==> config.mk <==
export PLATFORM = sky130hd
export DESIGN_NAME = sd_clock_gen
export DESIGN_NICKNAME = d
export VERILOG_FILES = /design/src/rtl/sd_clock_gen.sv
export SDC_FILE = /design/constraint.sdc
export NUM_CORES = 1
export LEC_CHECK = 0
export ABC_AREA = 1
export BUFFER_PORTS_ARGS = -buffer_cell sky130_fd_sc_hd__buf_2
export CAP_MARGIN = 25
export CORE_AREA = 2 2 85 87
export CTS_CLUSTER_SIZE = 20
export DETAILED_ROUTE_END_ITERATION = 8
export DIE_AREA = 0 0 87 89
export SYNTH_ARGS = -nofsm -noshare
export SYNTH_HDL_FRONTEND = slang
export SYNTH_SLANG_ARGS = --single-unit
==> constraint.sdc <==
create_clock -name clk -period 2.4 [get_ports clk]
set_clock_uncertainty 0.15 [all_clocks]
set_input_delay 0 -clock clk [delete_from_list [all_inputs] [get_ports clk]]
set_output_delay 0 -clock clk [all_outputs]
set_load 0.01 [all_outputs]
==> src/rtl/sd_clock_gen.sv <==
// SD-card bus clock generator: registered 50%-duty sclk at slow, fast or programmable
// rate. Rate switching and parking only happen at a falling edge, so sclk never glitches.
module sd_clock_gen #(
    parameter int CNT_W    = 8,
    parameter int DIV_SLOW = 60,
    parameter int DIV_FAST = 1
) (
    input  logic             clk,
    input  logic             n_rst,
    input  logic             clk_en,
    input  logic [1:0]       sel,
    input  logic [CNT_W-1:0] div_val,
    output logic             sclk,
    output logic             sclk_rise,
    output logic             sclk_fall,
    output logic             rate_ack,
    output logic             parked
);

    typedef enum logic [1:0] {
        PARKED   = 2'd0,
        RUN_LOW  = 2'd1,
        RUN_HIGH = 2'd2
    } state_t;

    localparam logic [CNT_W-1:0] ONE        = CNT_W'(1);
    localparam logic [CNT_W-1:0] DIV_SLOW_C = CNT_W'(DIV_SLOW);
    localparam logic [CNT_W-1:0] DIV_FAST_C = CNT_W'(DIV_FAST);

    state_t           state_q;
    logic [CNT_W-1:0] cnt_q;
    logic [CNT_W-1:0] active_div_q;
    logic             sclk_q;
    logic             rise_q;
    logic             fall_q;
    logic             ack_q;
    logic             parked_q;

    logic [CNT_W-1:0] req_div;
    logic             req_run;
    logic             terminal;

    always_comb begin
        req_div = DIV_SLOW_C;
        case (sel)
            2'b01:   req_div = DIV_FAST_C;
            2'b10:   req_div = (div_val == '0) ? ONE : div_val;
            default: req_div = DIV_SLOW_C;
        endcase
        req_run = clk_en && (sel != 2'b11);
    end

    // active_div is never 0, so subtracting one cannot wrap
    assign terminal = (cnt_q == (active_div_q - ONE));

    always_ff @(posedge clk or negedge n_rst) begin
        if (!n_rst) begin
            state_q      <= PARKED;
            cnt_q        <= '0;
            active_div_q <= DIV_SLOW_C;
            sclk_q       <= 1'b0;
            rise_q       <= 1'b0;
            fall_q       <= 1'b0;
            ack_q        <= 1'b0;
            parked_q     <= 1'b1;
        end else begin
            rise_q <= 1'b0;
            fall_q <= 1'b0;
            ack_q  <= 1'b0;
            case (state_q)
                PARKED: begin
                    sclk_q       <= 1'b0;
                    cnt_q        <= '0;
                    active_div_q <= req_div;
                    ack_q        <= (req_div != active_div_q);
                    if (req_run) begin
                        state_q  <= RUN_LOW;
                        parked_q <= 1'b0;
                    end else begin
                        parked_q <= 1'b1;
                    end
                end
                RUN_LOW: begin
                    if (terminal) begin
                        cnt_q   <= '0;
                        sclk_q  <= 1'b1;
                        rise_q  <= 1'b1;
                        state_q <= RUN_HIGH;
                    end else begin
                        cnt_q <= cnt_q + ONE;
                    end
                end
                RUN_HIGH: begin
                    if (terminal) begin
                        // falling edge: the only safe point to change rate or park
                        cnt_q        <= '0;
                        sclk_q       <= 1'b0;
                        fall_q       <= 1'b1;
                        active_div_q <= req_div;
                        ack_q        <= (req_div != active_div_q);
                        if (req_run) begin
                            state_q <= RUN_LOW;
                        end else begin
                            state_q  <= PARKED;
                            parked_q <= 1'b1;
                        end
                    end else begin
                        cnt_q <= cnt_q + ONE;
                    end
                end
                default: begin
                    state_q  <= PARKED;
                    cnt_q    <= '0;
                    sclk_q   <= 1'b0;
                    parked_q <= 1'b1;
                end
            endcase
        end
    end

    assign sclk      = sclk_q;
    assign sclk_rise = rise_q;
    assign sclk_fall = fall_q;
    assign rate_ack  = ack_q;
    assign parked    = parked_q;

endmodule

# Word-level counts from Yosys, hierarchy flattened
# Cells that the tools add are included.
[op_classes]
n_addsub = 2
eq_ne = 11
mux = 23
bitwise = 1
reduce_logical = 9
[ops]
columns = ["cell", "count"]
rows = [
  ["8-bit two-way mux", 4],
  ["8-bit one-hot mux with 2 select lines", 2],
  ["1-bit two-way mux", 10],
  ["2-bit != test, second input constant", 5],
  ["8-bit by 1-bit adder with 8-bit output, second input constant", 1],
  ["8-bit equality test", 1],
  ["8-bit logical NOT", 1],
  ["8-bit != test", 1],
  ["8-bit by 1-bit subtractor with 8-bit output, second input constant", 1],
  ["2-bit two-way mux", 3],
  ["2-bit one-hot mux with 3 select lines", 1],
  ["3-bit AND reduction", 2],
  ["2-bit by 1-bit equality test with 1-bit output, second input constant", 2],
  ["2-bit equality test, second input constant", 2],
  ["1-bit one-hot mux with 2 select lines", 2],
  ["2-bit AND reduction", 2],
  ["1-bit one-hot mux with 3 select lines", 1],
  ["2-bit logical NOT", 1],
  ["2-bit nonzero test", 1],
  ["2-bit OR reduction", 1],
  ["1-bit logical AND", 1],
  ["1-bit inverter", 1],
]
[word_totals]
register_bits = 23
output_inout_bits = 5

# Logic depth before layout (Yosys ltp)
[logic_depth]
ltp_word = 6
mapped_depth = 14
mapped_depth_nobuf = 14

# Worst setup path before layout
# Ideal clock, no wire load.
[synth_timing]
path_kind = "register to register"
startpoint = "register active_div_q[1]"
endpoint = "register active_div_q[6]"
setup_ns = 0.065
arrival_ns = 1.614
required_time_ns = 2.185
setup_slack_ns = 0.571
stages_incl_launch_ff = 15
n_path_buf = 1
synth_period_minus_slack_ns = 1.829
cell_sequence = "dfrtp_1 -> inv_1 -> ha_1 -> inv_1 -> nand2_1 -> nand2_1 -> nand2_1 -> nor2_1 -> nand3_1 -> nor2_4 -> nand2_2 -> nand2_4 -> buf_8 -> nand3b_1 -> nand2_1"
[synth_between]
elab_chain_cells = 4
[synth_rtl]
columns = ["item", "line", "rtl"]
rows = [
  ["start: declaration", "32", "logic [CNT_W-1:0] active_div_q;"],
  ["start signal: assignment", "74", "active_div_q <= req_div;"],
  ["start signal: assignment", "99", "active_div_q <= req_div;"],
  ["8-bit by 1-bit subtractor with 8-bit output", "54", "assign terminal = (cnt_q == (active_div_q - ONE));"],
  ["8-bit equality test", "54", ""],
  ["2-bit != test (no line)", "-", ""],
  ["2-bit AND reduction (no line)", "-", ""],
]
# No other way between the ends.
# A chain may end at the register's enable or synchronous reset.

# Worst setup path after layout
[layout_timing]
startpoint = "register active_div_q[1]"
endpoint = "register cnt_q[0]"
[layout_between]
elab_chain_cells = 4
[layout_rtl]
columns = ["item", "line", "rtl"]
rows = [
  ["8-bit by 1-bit subtractor with 8-bit output", "54", ""],
  ["8-bit equality test", "54", ""],
  ["8-bit two-way mux", "84, 94", ""],
  ["8-bit two-way mux", "-", ""],
  ["end signal: assignment", "90", "cnt_q <= cnt_q + ONE;"],
  ["end signal: assignment", "108", "cnt_q <= cnt_q + ONE;"],
  ["end: declaration", "31", "logic [CNT_W-1:0] cnt_q;"],
]
# No other way between the ends.

==> flow_metrics.py <==
metrics = {
    "setup_path": {
        "cpMostUsedCell": "nand2_1",
        "path_cells": "inv_1 > ha_1 > inv_1 > nand2_1 > nand2_1 > nand2_1 > nor2_1 > nand3_1 > nor2_4 > nand2_2 > nand2_1 > nor2_1",
        "crit_type": "reg2reg",
        "worst_ep_arrival_time_ns": 2.08,
        "reg2reg_setup_slack_ns": 0.32,
        "crit_path_top_delay_cell": "dfrtp_1",
        "crit_required_ns": 2.40,
        "cpPeakStageDelay_ns": 0.41,
        "reg2regPathDepth": 12,
        "rr_startpoint": "active_div_q[1]$_DFFE_PN0P_",
        "start_kind": "register",
        "worstSetupStartpoint": "active_div_q[1]$_DFFE_PN0P_",
        "r2r_end": "cnt_q[0]$_DFF_PN0_",
        "crit_path_max_fanout": 8,
        "end_kind": "register",
    },
    "detailed_routing": {
        "drc": 0,
        "avgViaCountPerCell": 4.36,
        "routed_wl_um": 3690,
        "via_count": 1486,
        "first_iter_violations": 62,
        "wire_per_inst_um": 10.8,
        "drt_pass1_iterations": 4,
        "ant_nets": 0,
    },
    "synth": {
        "yosysTopAreaCell": "dfrtp_1",
        "synth-seq-cells": 23,
        "synth.area.top_cells": "dfrtp_1 (27%), nand2_1 (17%), nand3_1 (8.2%), dfstp_2 (7.9%), inv_1 (7.0%)",
        "synth_top_area_share_pct": 27.2,
        "yosysSeqAreaShare_pct": 35.1,
        "syn-cell-area_um2": 1660,
        "syn_area_per_cell_um2": 6.97,
        "syn_inst": 238,
        "ys.warnings.count": 0,
        "synth_nets": 260,
        "synth_cell_type_count": 25,
    },
    "power_and_ir_drop": {
        "irDropWorstVdd_mv": 0.482,
        "p_leak_nw": 1.02,
        "p_per_area_nw_per_um2": 886,
    },
    "layout": {
        "utilization_pct": 28.4,
        "layout_common_cells": "nand2_1 (73), inv_1 (31), nor2_1 (29)",
        "nNetsFinal": 284,
        "ff_latch_area_um2": 582,
        "mostFrequentLayoutCell": "nand2_1",
        "diodes": 0,
        "fin_cells": 341,
        "fillers": 725,
        "area_growth_pct": 15.0,
        "multi_input_area_um2": 921,
        "drive_gt1_share_pct": 14.2,
    },
    "timing": {
        "fin_crit_sh_pct": 86.5,
        "hold_viol": 0,
        "setup_viol": 0,
        "worstMarginPinSlew_ns": 0.531,
        "fin_tns_setup_ns": 0,
        "drv_slew": 0,
        "rsz0062_at_grt": "no",
        "whs_ns": 0.0199,
        "period_needed_ns": 2.08,
        "relSlewSlack_pct": 64.6,
        "max_freq_ghz": 0.482,
    },
    "cts": {
        "clk_pin_slew_ns": 0.09,
        "cts_tree": "yes",
        "cts_inserted_buffers": 3,
        "clock_path_buffers": 2,
        "cts_root_buffer": "clkbuf_8",
        "htreeDepth": 1,
        "clock_latency_ns": 0.27,
        "cts_num_sinks": 23,
    },
    "hold_path": {
        "min_from": "div_val[3]",
        "worstHoldPathType": "in2reg",
        "hold_depth": 5,
        "hold_end": "active_div_q[3]$_DFFE_PN1P_",
    },
    "global_routing": {
        "grt_pass1_vias": 1404,
        "track_usage_pct": 10.6,
        "grt_pass1_wl_um": 6510,
        "grt_max_degree": 24,
        "antenna_found_initial": 0,
        "grt-ovfl-total": 0,
    },
    "floorplanning": {
        "core_area_um2": 6720,
        "rows": 30,
        "fp.dieW_um": 87,
        "die_area_um2": 7740,
        "die_h_um": 89,
        "initial_core_util_pct": 24.7,
        "io_pins": 18,
    },
    "place": {
        "dp_hpwl_um": 2820,
        "dpl.cell_count": 332,
        "place.port_buffers": 17,
        "gp_routability_congestion": 0.855,
    },
    "status": {
        "outcome": "completed",
    },
    "flow_run": {
        "cap_violations": 0,
    },
}
-- per-layer routing --
layer | vias up | wire length [µm] | track usage (%)
met3 | 4 | 144 | 2.31
li1 | 785 | - | -
met4 | 0 | 34 | 2.98
met2 | 28 | 1690 | 17.4
met1 | 669 | 1820 | 14.2
met5 | - | 0 | 0
-- Yosys cell counts --
| master | instances |
|---|---|
| nand3_1 | 27 |
| nand2_4 | 1 |
| nand3b_1 | 2 |
| o21ai_1 | 1 |
| inv_1 | 31 |
| buf_8 | 1 |
| o21ai_0 | 9 |
| nand4_1 | 1 |
| buf_6 | 1 |
| nor2_4 | 3 |
| ha_1 | 9 |
| a21oi_1 | 5 |
| o22ai_1 | 1 |
| nand2_1 | 73 |
| nor3_1 | 1 |
| clkbuf_2 | 1 |
| nand3_2 | 1 |
| xor2_1 | 9 |
| nand2_2 | 3 |
| dfstp_2 | 5 |
| xnor2_1 | 2 |
| dfrtp_1 | 18 |
| nor2_2 | 2 |
| inv_2 | 2 |
| nor2_1 | 29 |
-- power breakdown --
part | internal, W | switching (W) | leakage [nW]
logic | 0.000290 | 0.000493 | 0.699
registers | 0.000515 | 0.000141 | 0.296
clock network | 0.000119 | 0.000132 | 0.0228
total | 0.000924 | 0.000766 | 1.02
-- cell type report --
class                           count  area share [%]
Inverter                           33            6.50
Multi-Input combinational cell    179            48.3
Timing Repair Buffer               22            7.09
Clock buffer                        4            2.36
Tap cell                           80            5.25
Sequential cell                    23            30.5
-- worst max-delay path, delay by kind of cell (launching register included) --
family	cells	cell delay (ns)
AND/OR/NAND/NOR	9	0.91
buffers and inverters	2	0.16
adder cells (fa/ha/maj)	1	0.31
flip-flops	1	0.41
-- through the flow --
stage / setup WS [ns] / instance area (µm²) / power (W)
finish: 0.325 / 1910 / 0.00169
global route: 0.0758 / 1910 / 0.00186
CTS: 0.303 / 1910 / 0.00170
detailed placement: 0.314 / 1810 / 0.00144
global placement: 0.354 / 1810 / 0.00144
floorplan: 0.571 / 1660 / 0.00126
-- flip-flops by register name, summed over array words and instances (netlist names) --
name	cells
active_div_q	8
cnt_q	8
parked	1
rate_ack	1
sclk	1
sclk_fall	1
sclk_rise	1
state_q	2
-- how the worst max path moves through the flow --
stage                                              to  slack, ns  depth (start not counted)
after floorplan           active_div_q[6]$_DFFE_PN0P_       0.57                         14
after global placement             cnt_q[2]$_DFF_PN0_       0.35                         12
after detailed placement           cnt_q[2]$_DFF_PN0_       0.31                         12
after CTS                          cnt_q[4]$_DFF_PN0_       0.30                         12
after global routing               cnt_q[3]$_DFF_PN0_       0.08                         12
final                              cnt_q[0]$_DFF_PN0_       0.32                         12
-- cell families after synthesis --
| kind of cell | Yosys count | synth area share (%) |
|---|---|---|
| DFF | 23 | 35.1 |
| xor gates and xnor gates | 11 | 5.81 |
| and+or+nand+nor | 143 | 38.0 |
| buffers and inverters | 36 | 9.36 |
| AOI/OAI and AO/OA | 16 | 4.91 |
| adders and majority gates | 9 | 6.79 |
-- repair_timing --
action	CTS	global route
hold buffers	5	0
buffers inserted	0	0
endpoints found under the hold margin	27	0
resized for setup	0	0
Power figures use the tool's default switching activity.
